### src/rtl/matgen_if.sv
// Handshake bundle between matgen_ctrl and its XOF, parse and matrix-RAM neighbours.
// master = controller side, slave = XOF/parse/RAM side.
interface matgen_if #(
  parameter int COEF_W = 12,
  parameter int ADDR_W = 12
);
  logic              xof_start;
  logic [7:0]        xof_b0;
  logic [7:0]        xof_b1;
  logic              xof_done;
  logic              parse_rst;
  logic              parse_start;
  logic              parse_done;
  logic [7:0]        coef_idx;
  logic [COEF_W-1:0] coef_in;
  logic              mem_we;
  logic [ADDR_W-1:0] mem_addr;
  logic [COEF_W-1:0] mem_wdata;

  modport master (
    output xof_start, xof_b0, xof_b1, parse_rst, parse_start,
           coef_idx, mem_we, mem_addr, mem_wdata,
    input  xof_done, parse_done, coef_in
  );

  modport slave (
    input  xof_start, xof_b0, xof_b1, parse_rst, parse_start,
           coef_idx, mem_we, mem_addr, mem_wdata,
    output xof_done, parse_done, coef_in
  );
endinterface

### src/rtl/matgen_ctrl.sv
// Sequences generation of the K x K public matrix A: per entry it requests XOF bytes,
// restarts the parse sampler and copies its N coefficients into matrix RAM slot i*K+j.
module matgen_ctrl #(
  parameter int K       = 3,
  parameter int N       = 256,
  parameter int COEF_W  = 12,
  parameter int TIMEOUT = 4096
) (
  input  logic     clk,
  input  logic     rst,
  input  logic     start_i,
  input  logic     transpose_i,
  output logic     busy_o,
  output logic     done_o,
  output logic     err_o,
  matgen_if.master bus
);
  localparam int ADDR_W = $clog2(K*K*N);
  localparam int IW     = $clog2(K) + 1;
  localparam int TW     = (TIMEOUT > 1) ? $clog2(TIMEOUT) : 1;

  typedef enum logic [3:0] {
    IDLE     = 4'd0,
    XOF_REQ  = 4'd1,
    XOF_WAIT = 4'd2,
    P_RST    = 4'd3,
    P_START  = 4'd4,
    P_WAIT   = 4'd5,
    COPY     = 4'd6,
    NEXT     = 4'd7,
    DONE     = 4'd8,
    ERR      = 4'd9
  } state_e;

  state_e        state_q, state_d;
  logic [IW-1:0] i_q, i_d;
  logic [IW-1:0] j_q, j_d;
  logic [7:0]    c_q, c_d;
  logic [TW-1:0] tmo_q, tmo_d;
  logic          tr_q, tr_d;
  logic          err_q, err_d;
  logic [ADDR_W-1:0] slot_base;

  // State and datapath registers
  always_ff @(posedge clk) begin
    if (rst) begin
      state_q <= IDLE;
      i_q     <= {IW{1'b0}};
      j_q     <= {IW{1'b0}};
      c_q     <= 8'd0;
      tmo_q   <= {TW{1'b0}};
      tr_q    <= 1'b0;
      err_q   <= 1'b0;
    end else begin
      state_q <= state_d;
      i_q     <= i_d;
      j_q     <= j_d;
      c_q     <= c_d;
      tmo_q   <= tmo_d;
      tr_q    <= tr_d;
      err_q   <= err_d;
    end
  end

  // Next-state and counter updates
  always_comb begin
    state_d = state_q;
    i_d     = i_q;
    j_d     = j_q;
    c_d     = c_q;
    tmo_d   = tmo_q;
    tr_d    = tr_q;
    err_d   = err_q;
    case (state_q)
      IDLE: begin
        if (start_i) begin
          tr_d    = transpose_i;
          i_d     = {IW{1'b0}};
          j_d     = {IW{1'b0}};
          err_d   = 1'b0;
          state_d = XOF_REQ;
        end else begin
          state_d = IDLE;
        end
      end
      XOF_REQ: state_d = XOF_WAIT;
      XOF_WAIT: begin
        if (bus.xof_done) begin
          state_d = P_RST;
        end else begin
          state_d = XOF_WAIT;
        end
      end
      P_RST: state_d = P_START;
      P_START: begin
        tmo_d   = {TW{1'b0}};
        state_d = P_WAIT;
      end
      P_WAIT: begin
        // parse_done takes priority over a coincident timeout
        if (bus.parse_done) begin
          c_d     = 8'd0;
          state_d = COPY;
        end else if (tmo_q == TW'(TIMEOUT - 1)) begin
          err_d   = 1'b1;
          state_d = ERR;
        end else begin
          tmo_d   = tmo_q + TW'(1'b1);
          state_d = P_WAIT;
        end
      end
      COPY: begin
        if (c_q == 8'(N - 1)) begin
          c_d     = 8'd0;
          state_d = NEXT;
        end else begin
          c_d     = c_q + 8'd1;
          state_d = COPY;
        end
      end
      NEXT: begin
        if (j_q == IW'(K - 1)) begin
          j_d = {IW{1'b0}};
          i_d = i_q + IW'(1'b1);
          if (i_q == IW'(K - 1)) begin
            state_d = DONE;
          end else begin
            state_d = XOF_REQ;
          end
        end else begin
          j_d     = j_q + IW'(1'b1);
          state_d = XOF_REQ;
        end
      end
      DONE:    state_d = IDLE;
      ERR:     state_d = IDLE;
      default: state_d = IDLE;
    endcase
  end

  assign slot_base = (ADDR_W'(i_q) * ADDR_W'(K) + ADDR_W'(j_q)) * ADDR_W'(N);

  assign busy_o = (state_q != IDLE) && (state_q != DONE) && (state_q != ERR);
  assign done_o = (state_q == DONE);
  assign err_o  = err_q;

  // b0/b1 come straight from the held indices, so they stay stable for the whole entry
  assign bus.xof_start   = (state_q == XOF_REQ);
  assign bus.xof_b0      = tr_q ? 8'(i_q) : 8'(j_q);
  assign bus.xof_b1      = tr_q ? 8'(j_q) : 8'(i_q);
  assign bus.parse_rst   = rst | (state_q == P_RST);
  assign bus.parse_start = (state_q == P_START);
  assign bus.mem_we      = (state_q == COPY);
  assign bus.coef_idx    = (state_q == COPY) ? c_q : 8'd0;
  assign bus.mem_addr    = (state_q == COPY) ? (slot_base + ADDR_W'(c_q)) : {ADDR_W{1'b0}};
  assign bus.mem_wdata   = (state_q == COPY) ? bus.coef_in : {COEF_W{1'b0}};
endmodule
### src/flat_wrapper.sv
// flat-port wrapper written by rule: the top's interface ports become plain ports
module matgen_ctrl_flat 
#(
  parameter int K       = 3,
  parameter int N       = 256,
  parameter int COEF_W  = 12,
  parameter int TIMEOUT = 4096
)
  (clk, rst, start_i, transpose_i, busy_o, done_o, err_o, bus_xof_start, bus_xof_b0, bus_xof_b1, bus_parse_rst, bus_parse_start, bus_coef_idx, bus_mem_we, bus_mem_addr, bus_mem_wdata, bus_xof_done, bus_parse_done, bus_coef_in);
  matgen_if #(.COEF_W(COEF_W)) bus_i ();
  input  logic clk;
  input  logic rst;
  input  logic start_i;
  input  logic transpose_i;
  output logic busy_o;
  output logic done_o;
  output logic err_o;
  output wire logic [$bits(bus_i.xof_start)-1:0] bus_xof_start;
  output wire logic [$bits(bus_i.xof_b0)-1:0] bus_xof_b0;
  output wire logic [$bits(bus_i.xof_b1)-1:0] bus_xof_b1;
  output wire logic [$bits(bus_i.parse_rst)-1:0] bus_parse_rst;
  output wire logic [$bits(bus_i.parse_start)-1:0] bus_parse_start;
  output wire logic [$bits(bus_i.coef_idx)-1:0] bus_coef_idx;
  output wire logic [$bits(bus_i.mem_we)-1:0] bus_mem_we;
  output wire logic [$bits(bus_i.mem_addr)-1:0] bus_mem_addr;
  output wire logic [$bits(bus_i.mem_wdata)-1:0] bus_mem_wdata;
  input wire logic [$bits(bus_i.xof_done)-1:0] bus_xof_done;
  input wire logic [$bits(bus_i.parse_done)-1:0] bus_parse_done;
  input wire logic [$bits(bus_i.coef_in)-1:0] bus_coef_in;
  assign bus_xof_start = bus_i.xof_start;
  assign bus_xof_b0 = bus_i.xof_b0;
  assign bus_xof_b1 = bus_i.xof_b1;
  assign bus_parse_rst = bus_i.parse_rst;
  assign bus_parse_start = bus_i.parse_start;
  assign bus_coef_idx = bus_i.coef_idx;
  assign bus_mem_we = bus_i.mem_we;
  assign bus_mem_addr = bus_i.mem_addr;
  assign bus_mem_wdata = bus_i.mem_wdata;
  assign bus_i.xof_done = bus_xof_done;
  assign bus_i.parse_done = bus_parse_done;
  assign bus_i.coef_in = bus_coef_in;
  matgen_ctrl #(.K(K), .N(N), .COEF_W(COEF_W), .TIMEOUT(TIMEOUT)) u_core (.clk(clk), .rst(rst), .start_i(start_i), .transpose_i(transpose_i), .busy_o(busy_o), .done_o(done_o), .err_o(err_o), .bus(bus_i));
endmodule
### config.mk
export PLATFORM = sky130hd
export DESIGN_NAME = matgen_ctrl_flat
export DESIGN_NICKNAME = d
export VERILOG_FILES = /design/src/rtl/matgen_if.sv /design/src/rtl/matgen_ctrl.sv /design/src/flat_wrapper.sv
export SDC_FILE = /design/constraint.sdc
export NUM_CORES = 1
export LEC_CHECK = 0
export CAP_MARGIN = 20
export CORE_ASPECT_RATIO = 0.8
export CORE_MARGIN = 3
export CORE_UTILIZATION = 47
export DETAILED_ROUTE_END_ITERATION = 12
export PLACE_DENSITY = 0.77
export SLEW_MARGIN = 15
export SYNTH_ARGS = -nofsm -noshare
export SYNTH_HDL_FRONTEND = slang
export SYNTH_SLANG_ARGS = --single-unit
export TNS_END_PERCENT = 20
### constraint.sdc
create_clock -name clk -period 2.6 [get_ports clk]
set_input_delay 0.26 -clock clk [delete_from_list [all_inputs] [get_ports clk]]
set_output_delay 0.26 -clock clk [all_outputs]
set_load 0.1 [all_outputs]
* After elaboration in Yosys (flattened, before gate mapping)
Index checks and enable logic that the tools add are counted.
Word-level totals: word-level logic and storage cells 77, output and inout bits 55, register bits 32, input port bits 18
Operators by class: reductions and logical operators 14, $add $sub $neg 6, multiply operators 1, muxes and demuxes 28, equality and inequality tests 20, bitwise gates (word level) 1
Operators by type and width (count):
- 2-to-1 mux 12 bit | 4
- one-hot mux 4 bit (8 select lines) | 1
- 2-to-1 mux 8 bit | 3
- one-hot mux 12 bit (2 select lines) | 1
- == test 4 x 3 -> 1 bit (second input constant) | 4
- 2-to-1 mux 4 bit | 4
- one-hot mux 8 bit (2 select lines) | 1
- 2-to-1 mux 3 bit | 5
- adder 12 x 1 -> 12 bit (second input constant) | 1
- adder 12 x 8 -> 12 bit | 1
- == test 12 bit (second input constant) | 1
- one-hot mux 3 bit (2 select lines) | 2
- adder 8 x 1 -> 8 bit (second input constant) | 1
- == test 4 x 2 -> 1 bit (second input constant) | 2
- == test 8 bit (second input constant) | 1
- != test 2 bit (second input constant) | 4
- != test 4 bit (second input constant) | 2
- nonzero test 2 bit | 4
- adder 3 x 1 -> 3 bit (second input constant) | 2
- == test 3 x 2 -> 1 bit (second input constant) | 2
- 2-to-1 mux 1 bit | 6
- AND reduction 2 bit | 3
- AND reduction 3 bit | 2
- adder 4 x 3 -> 4 bit | 1
- other kinds (10) | 12

* Logic depth before layout (Yosys ltp)
Gate-level depths: netlist (run 1).
depth after elaboration 4, depth in mapped cells 7, gate-level depth less buffers 7

* Least setup slack after synthesis (run 1)
Ideal clock, no wire load.
kind register to output, from register u_core.state_q[0], to output done_o, data arrival time 3844 ps, stages on the path, launching flop included 4, data required time 2340 ps, path slack -1504 ps, path buffers 2, cell sequence dfxtp_1 clkbuf_1 buf_1 nor4b_1
On the way: word-level cells in the longest chain between the ends 1
Ends and longest elaborated chain:
- from (decl) | line matgen_ctrl.sv:35 | state_e state_q, state_d;
- from (signal assigned) | line matgen_ctrl.sv:55 | state_q <= state_d;
- == test 4 bit | line matgen_ctrl.sv:144 | assign done_o = (state_q == DONE);
- to (decl) | line flat_wrapper.sv:16 | output logic done_o;
No other way between the ends.

* Worst setup path after layout (run 1)
from register u_core.j_q[1], to output bus_mem_addr[11]
On the way: word-level cells in the longest chain between the ends 3
Ends and longest elaborated chain:
- from (decl) | line matgen_ctrl.sv:37 | logic [IW-1:0] j_q, j_d;
- from (signal assigned) | line matgen_ctrl.sv:49 | j_q <= {IW{1'b0}};
- from (signal assigned) | line matgen_ctrl.sv:57 | j_q <= j_d;
- adder 4 x 3 -> 4 bit | line matgen_ctrl.sv:141 | assign slot_base = (ADDR_W'(i_q) * ADDR_W'(K) + ADDR_W'(j_q)) * ADDR_W'(N);
- adder 12 x 8 -> 12 bit | line matgen_ctrl.sv:155 | assign bus.mem_addr = (state_q == COPY) ? (slot_base + ADDR_W'(c_q)) : {ADDR_W{1'b0}};
- 2-to-1 mux 12 bit | line matgen_ctrl.sv:155
- to (decl) | line flat_wrapper.sv:25 | output wire logic [$bits(bus_i.mem_addr)-1:0] bus_mem_addr;
No other way between the ends.

==> out/results.txt, run 1 <==
Multi-input logic area - 1560 µm²
Xor and xnor area share after synthesis - 0.0111
Total die area - 5950 µm²
H-tree depth - 2
Slowest stage delay, CP - 0.53 ns
Fin cells - 409
Final Hold Viols - 0
Worst VDD drop - 0.354 mV
Clk_skew - 0.00368 ns
Slew HR - 0.601
GPL Wtd Cong - 0.921
Drt first pass iters - 5
Complex-gate fraction of the synthesized area - 0.206
Synth warn - 0
Dpl cells - 400
HPWL after DPL - 4580 µm
Mux cell area share after synthesis - 0.0232
Tot GR Track Use - 0.214
Top cell type's share of synthesized area - 0.270
Yosys reg bits - 32
Row Count - 22
Synth cell types - 64
Main combinational cell family by area after synthesis - simple AND/OR/NAND/NOR gates
Die Ht - 69.6 µm
Clock latency on the worst-skew pair - 0.28 ns
Synth area leader - dfxtp_1
Crit path cell chain - fa_1, ha_1, inv_1, fa_2, xnor2_2, xnor2_1, nor2_2, buf_12
ANT cells - 0
Ys async rst share - 0
Synth area leaders - dfxtp_1 (27%), and2_1 (6.3%), buf_4 (5.7%)
WS Path Type - register to output port
CTS tree - yes
HP Class - register to register
Drt drc - 0
Initial Util - 0.502
WL final - 6280 µm
Filler instances - 364
Leak - 1.34 nW
Crit path buf inv count - 2
Via density - 5.97
Clock root cell - clkbuf_8
Synth Flop Type - dfxtp_1
Core area - 4730 µm²
Vias - 2440
Initial antenna violation count - 0
Port Buf Inserts - 62
TritonCTS buffer count - 5
Nets - 376
Critical Path Fanout Max - 2
Post-synthesis cell count - 298
Final worst slack - 0.0353 ns
Run status - completed
Register area - 649 µm²
P&R area growth vs syn - 44.3%
Routed len/inst - 15.4 µm
Synth Area per Inst - 7.97 µm²
Post-Syn Area - 2380 µm²
DIE WIDTH - 85.5 µm
CTS sink cnt - 32
Cell family with the largest share of critical-path delay - adder cells
Fin crit share - 0.986
Final instance area - 3430 µm²
Worst path slowest cell - fa_1
Sequential fraction of the synthesis area - 0.270
Area of placed instances - 3300 µm²
Post-layout util - 0.724
First-pass GRT wire length - 10500 µm
Number of flops mapped to enable cells by yosys - 0
Io pins - 73
Slew Viols, Final - 0
Share of layout cells above drive strength 1 - 0.252
Power Dens Cells - 357 nW/µm²
Worst-margin pin slew - 0.594 ns
Dpl ws - 0.238 ns
CP endpoint kind - output port
RSZ-0062 raised after global routing - true
Max Cap Violations - 0
Post-CTS Hold Buffers - 0
Number of global-route vias before repair - 2175
Total grt overflow - 0
Crit path launch type - register
Final setup vio count - 0
FMAX - 390 MHz
Initial drt markers - 232
Min cycle time layout - 2.56 ns
Adder-cell share of the synthesized area - 0.0569
Max clock buf depth - 2
Critical path data required time - 2.34 ns
Pwr Total - 1.22 mW
Arrival time of the worst setup path - 2.30 ns
Post-DRT Antenna Nets - 0
Largest net degree at the start of global routing - 27
Post-Synth Simple-Gate Area - 0.325
Reg clk slew, reported paths - 0.06 ns
[synthesized netlist by cell type (all sizes together), types with 4 or more instances]
cell type and count:
nand3 9, nand2b 4, o21ai 16, ha 6, and3 5, clkbuf 15
nand4 4, and2 24, a221oi 4, nand2 17, dfxtp 32, nor4 5
a31oi 5, nor2b 4, nor3b 4, a21oi 13, inv 11, nor2 23
buf 21, nor3 9, a211oi 5, nand4b 5, mux2 4
[where the power goes]
group | internal [mW] | leakage, nW | switching [mW]
Combinational | 0.0806 | 1.03 | 0.204
Sequential | 0.497 | 0.260 | 0.0207
Clock | 0.236 | 0.0503 | 0.185
Total | 0.813 | 1.34 | 0.410
[layout make-up]
type | instances | share of cell area
Multi-Input combinational cell | 227 | 0.455
Timing Repair Buffer | 71 | 0.292
Sequential cell | 32 | 0.189
Clock buffer | 7 | 0.0281
Tap cell | 60 | 0.0219
Inverter | 12 | 0.0142
[cells by family after synthesis]
logic type | count (synthesis)
AND/OR/NAND/NOR | 130
AO/OA/AOI/OAI | 70
buffers and inverters | 48
flip-flops | 32
adder cells (fa/ha/maj) | 9
multiplexers | 5
XOR/XNOR | 3
other | 1
[per-stage QoR]
step / TNS, ns / hold slack [ns]
CTS: 0 / 0.477
finish: 0 / 0.471
floorplan: -3.35 / 0.407
global route: -0.0967 / 0.517
detailed placement: 0 / 0.464
global placement: 0 / 0.449
[placed cells by master (no fill, tap or decap), types with 8 or more instances in the layout]
cell,n
o21ai_0,16
a21oi_1,13
buf_12,34
nand3_1,9
and2_1,21
inv_1,10
buf_4,20
nand2_1,17
conb_1,10
clkdlybuf4s50_1,17
dfxtp_1,29
nor2_1,22
nor3_1,8
[what timing repair did]
action | in CTS | in global routing
setup buffers | 2 | 0
setup endpoints to repair | 1 | 31
pin swaps | 3 | 1
resized for setup | 6 | 2
[state kept, by name, summed over array words and instances, names as in the netlist]
| name | count |
|---|---|
| u_core.tmo_q | 12 |
| u_core.err_o | 1 |
| u_core.tr_q | 1 |
| u_core.i_q | 3 |
| u_core.state_q | 4 |
| u_core.j_q | 3 |
| u_core.c_q | 8 |
[worst register-to-register path: cells and delay by family (launching register included)]
family           cells  cell delay, ns
AO/OA/AOI/OAI        2            0.58
flip-flops           1            0.69
AND/OR/NAND/NOR      2            0.78
[layer usage]
metal	vias to the layer above	GRT usage	wire length, µm
li1	1155	-	-
met1	1127	0.303	2830
met2	145	0.314	2720
met3	13	0.0582	628
met4	0	0.0668	106
met5	-	0	0
[final timing paths]
| kind | startpoint | end | slack, ns | depth (start not counted) |
|---|---|---|---|---|
| worst max-delay path | u_core.j_q[1] | bus_mem_addr[11] | 0.04 | 8 |
| worst min-delay path | u_core.err_o | u_core.err_o | 0.47 | 2 |
| worst max register to register | u_core.state_q[2] | u_core.tmo_q[11] | 0.45 | 4 |
| worst min register to register | u_core.err_o | u_core.err_o | 0.47 | 2 |
(Power assumes the default switching activity.)
==> inputs of run 2 (changes only) <==
CORE_UTILIZATION = 49   (was 47)
CTS_BUF_LIST = sky130_fd_sc_hd__clkbuf_4 sky130_fd_sc_hd__clkbuf_8   (was not set)
PLACE_DENSITY = 0.8   (was 0.77)
==> out/results.txt, run 2 (same netlist as run 1, synthesis figures left out) <==
WHS - 0.474 ns
Max FFs per register - 12
Run status - complete, but fails checks
Initial Util - 0.514
FF-to-FF End - u_core.state_q[2]
Pwr Total - 1.30 mW
Fin crit share - 1.01
Post-DRT Antenna Nets - 0
Max clock buf depth - 2
Number of global-route vias before repair - 2054
CTS sink cnt - 32
GPL Wtd Cong - 0.896
Tot GR Track Use - 0.216
P&R area growth vs syn - 45.1%
Filler instances - 313
Failing checks - setup timing
Share of layout cells above drive strength 1 - 0.254
H-tree depth - 2
Worst Hold Path EP - u_core.err_o
Max Cap Violations - 0
CP endpoint kind - output port
Critical Path Fanout Max - 2
Crit path launch type - register
Initial antenna violation count - 0
Worst Hold Path Cells - 2
FMAX - 381 MHz
Worst VDD drop - 0.336 mV
HPWL after DPL - 4620 µm
Final setup vio count - 1
Vias - 2455
Core area - 4620 µm²
Post-layout util - 0.746
TritonCTS buffer count - 5
Largest net degree at the start of global routing - 27
Leak - 1.36 nW
Clock latency on the worst-skew pair - 0.29 ns
Via density - 5.97
CTS tree - yes
Hold_sp - u_core.err_o
Worst R2R Start - u_core.tmo_q[1]
Power Dens Cells - 377 nW/µm²
Final worst slack - -0.0223 ns
Slew HR - 0.594
Io pins - 73
Clock root cell - clkbuf_8
DIE WIDTH - 83.9 µm
Clk_skew - 0.00977 ns
Worst-margin pin slew - 0.605 ns
Arrival time of the worst setup path - 2.36 ns
R2R depth - 5
Routed len/inst - 15.5 µm
Initial drt markers - 203
Multi-input logic area - 1560 µm²
Critical path data required time - 2.34 ns
R2R setup slack - 0.46 ns
Largest Register - u_core.tmo_q
First-pass GRT wire length - 9970 µm
Final Hold Viols - 0
Drt first pass iters - 5
Reg clk slew, reported paths - 0.07 ns
Nets - 377
Row Count - 22
WS Path Type - register to output port
RSZ-0062 raised after global routing - true
Area of placed instances - 3300 µm²
Register area - 649 µm²
ANT cells - 0
Slew Viols, Final - 0
Most frequent cells in the layout - buf_12 (34), dfxtp_1 (29), nor2_1 (22)
Total grt overflow - 0
Drt drc - 0
Most common cell after layout, fill and taps aside - buf_12
HP Class - register to register
Total die area - 5730 µm²
Final instance area - 3450 µm²
Dpl ws - 0.237 ns
Die Ht - 68.3 µm
Port Buf Inserts - 62
WL final - 6380 µm
Min cycle time layout - 2.62 ns
Top Registers - u_core.tmo_q x12, u_core.c_q x8, u_core.state_q x4
[run 2: cell types whose count changed in the layout (fill, tap and decap cells not counted)]
cell | previous run | this run
clkbuf_8 | 7 | 5
buf_4 | 20 | 21
bufinv_16 | 0 | 1
clkbuf_4 | 0 | 1
clkinv_2 | 0 | 1
clkinvlp_4 | 1 | 0
inv_1 | 10 | 11
[run 2: timing repair]
item | CTS | global route
endpoints found under the setup margin | 2 | 1
hold buffers | 0 | 0
gates resized for setup | 5 | 2
cloned | 0 | 0
buffers inserted | 1 | 1
pin swaps | 1 | 1
[run 2: report_power, final]
part	internal [mW]	switching, mW	leakage (nW)
Sequential	0.497	0.0217	0.260
Clock	0.295	0.199	0.0586
Combinational	0.0814	0.205	1.05
Total	0.873	0.426	1.36
[run 2: area by class of cell]
cell class | count | share of cell area
Inverter | 12 | 0.0131
Clock buffer | 6 | 0.0221
Tap cell | 60 | 0.0218
Sequential cell | 32 | 0.188
Timing Repair Buffer | 72 | 0.292
Multi-Input combinational cell | 227 | 0.452
Clock inverter | 2 | 0.0102
[run 2: worst max path at each step]
stage                                  from               end  cells after the start
after CTS                     u_core.j_q[1]  bus_mem_addr[11]                      8
after detailed placement      u_core.j_q[1]  bus_mem_addr[11]                      8
after floorplan           u_core.state_q[0]            busy_o                      3
after global routing          u_core.j_q[1]  bus_mem_addr[11]                      8
after global placement        u_core.j_q[1]  bus_mem_addr[11]                      8
final                         u_core.j_q[1]  bus_mem_addr[11]                      8
[run 2: through the flow]
stage / TNS (ns) / cells
2_1_floorplan: -3.35 / 307
3_5_place_dp: 0 / 401
4_1_cts: 0 / 410
3_3_place_gp: 0 / 401
6_report: -0.0223 / 411
5_1_grt: -0.116 / 411
[run 2: critical path: stages (launching register included)]
cell	delay, ns
dfxtp_4	0.35
fa_1	0.53
ha_1	0.15
inv_1	0.05
fa_2	0.35
xnor2_2	0.14
xnor2_1	0.15
nor2_2	0.16
buf_12	0.19
[run 2: per-layer routing]
metal,wire [µm],up-vias,global-route usage
met4,94,0,0.0763
met3,501,9,0.0481
met2,2850,137,0.341
li1,-,1155,-
met1,2940,1154,0.292
met5,0,-,0
==> RTL change: new RTL, flow settings as in run 2 <==
Register the inputs `start_i` and `transpose_i` before use, without a reset. The logic sees them one clock later. The other inputs are not delayed to match.
--- a/src/rtl/matgen_ctrl.sv
+++ b/src/rtl/matgen_ctrl.sv
@@ -31,6 +31,14 @@
     DONE     = 4'd8,
     ERR      = 4'd9
   } state_e;
+
+  logic start_q;
+  logic transpose_q;
+
+  always_ff @(posedge clk) begin
+    start_q     <= start_i;
+    transpose_q <= transpose_i;
+  end
 
   state_e        state_q, state_d;
   logic [IW-1:0] i_q, i_d;
@@ -73,8 +81,8 @@
     err_d   = err_q;
     case (state_q)
       IDLE: begin
-        if (start_i) begin
-          tr_d    = transpose_i;
+        if (start_q) begin
+          tr_d    = transpose_q;
           i_d     = {IW{1'b0}};
           j_d     = {IW{1'b0}};
           err_d   = 1'b0;
Formal check against the unedited RTL: not equivalent (Yosys sat finds a counterexample within 4 cycles, from zero or initial values and one cycle with rst high).
==> RTL change against run 2 <==
  * The run still ends with setup timing left
  * Power fell by 8.3%
  * Sequential cell count up 2
  * Design area decreased by 4.2%
  * Sequential power is 4.2% higher
  * Fmax up 0.57%
  * First-iteration DRC count decreased by 7.4%
  * Area after synthesis fell by 2.6%
  * Worst setup slack better by 0.015 ns
  * Clock skew decreased by 0.0055 ns
  * Wire length fell by 7.2%
  * Highest routed layer unchanged
==> RTL change: results (changes against run 2) <==
dpl cell area 3180 µm² (-3.8%); metal1 wirelength 2680 µm (-8.7%); TNS Setup -0.00745 ns (+0.0148 ns); failing checks setup timing; relative slew slack 0.627 (+0.0336); Netlist cell types 53 (-17%); Final setup viols 1 (unchanged); sw frac 0.317 (-0.0109); global-route wire length before repair 9760 µm (-2.1%); Iter 0 DRT Violations 188 (-7.4%); Hold Path Origin start_i; Reg power frac 0.454 (+0.055); Avg Vias per Cell 5.77 (-3.4%); final setup margin -0.00745 ns (+0.0148 ns); Total Routed Length 5920 µm (-7.2%); outcome complete, but fails checks; final hold slack 0.406 ns (-0.0685 ns); r2r endpoint u_core.tmo_q[3]; met3 WL 491 µm (-2.0%); Worst Setup SP u_core.i_q[0]; met3 Resource Use GR 0.0488 (+0.000646); post-DR wirelength/cell 15.4 µm (-0.45%); leakage 1.28 nW (-6.0%); largest cells by area after synthesis dfxtp_1, and2_1, buf_4, a21oi_1, ha_1; Placement Setup Slack 0.178 ns (-0.0590 ns); DPL Wire Length 4450 µm (-3.8%); Peak VDD IR 0.000501 V (+49%); first drt pass iteration count 4 (-1)
RTL change: cell types whose count changed after synthesis, moves of 4 or more:
cell      delta
nand3b_1     +4
and4_1       +4
clkbuf_1     -6
a21oi_1      +5
o21ai_0      -7
a221oi_1     -4
RTL change: what timing repair did:
action | 4_1_cts | 5_1_grt
pin swaps | 2 | 1
endpoints found under the setup margin | 2 | 25
hold endpoints to repair | 0 | 0
resized for setup | 7 | 1
setup buffers | 1 | 0
RTL change: worst max-delay path: cells and delay by family, from the launching register on:
family | cells | cell delay, ns
xor gates and xnor gates | 2 | 0.28
DFF | 1 | 0.36
adders and majority gates | 3 | 1.04
buffers and inverters | 2 | 0.24
and+or+nand+nor | 1 | 0.14
RTL change: cell type report:
cell class              count  share of cell area
inverters                   8              0.0102
repair buffers             68               0.296
flip-flops and latches     34               0.209
clock inverters             1             0.00152
well taps                  57              0.0216
multi-input cells         208               0.434
clock buffers               7              0.0273
RTL change: how the worst max path moves through the flow:
stage / endpoint
after floorplan: bus_mem_addr[2]
after global placement: bus_mem_addr[11]
after detailed placement: bus_mem_addr[11]
after CTS: bus_mem_addr[11]
after global routing: bus_mem_addr[11]
final: bus_mem_addr[11]
RTL change: logic make-up (layout without fill, tap and decap cells):
family                   Yosys count  count (layout)  share of synthesized area
adder cells (fa/ha/maj)            9               9                     0.0584
AO/OA/AOI/OAI                     63              63                      0.196
buffers and inverters             44              84                      0.113
other                              1              10                    0.00162
AND/OR/NAND/NOR                  113             113                      0.281
XOR/XNOR                           7               7                     0.0265
flip-flops                        34              34                      0.294
multiplexers                       6               6                     0.0287
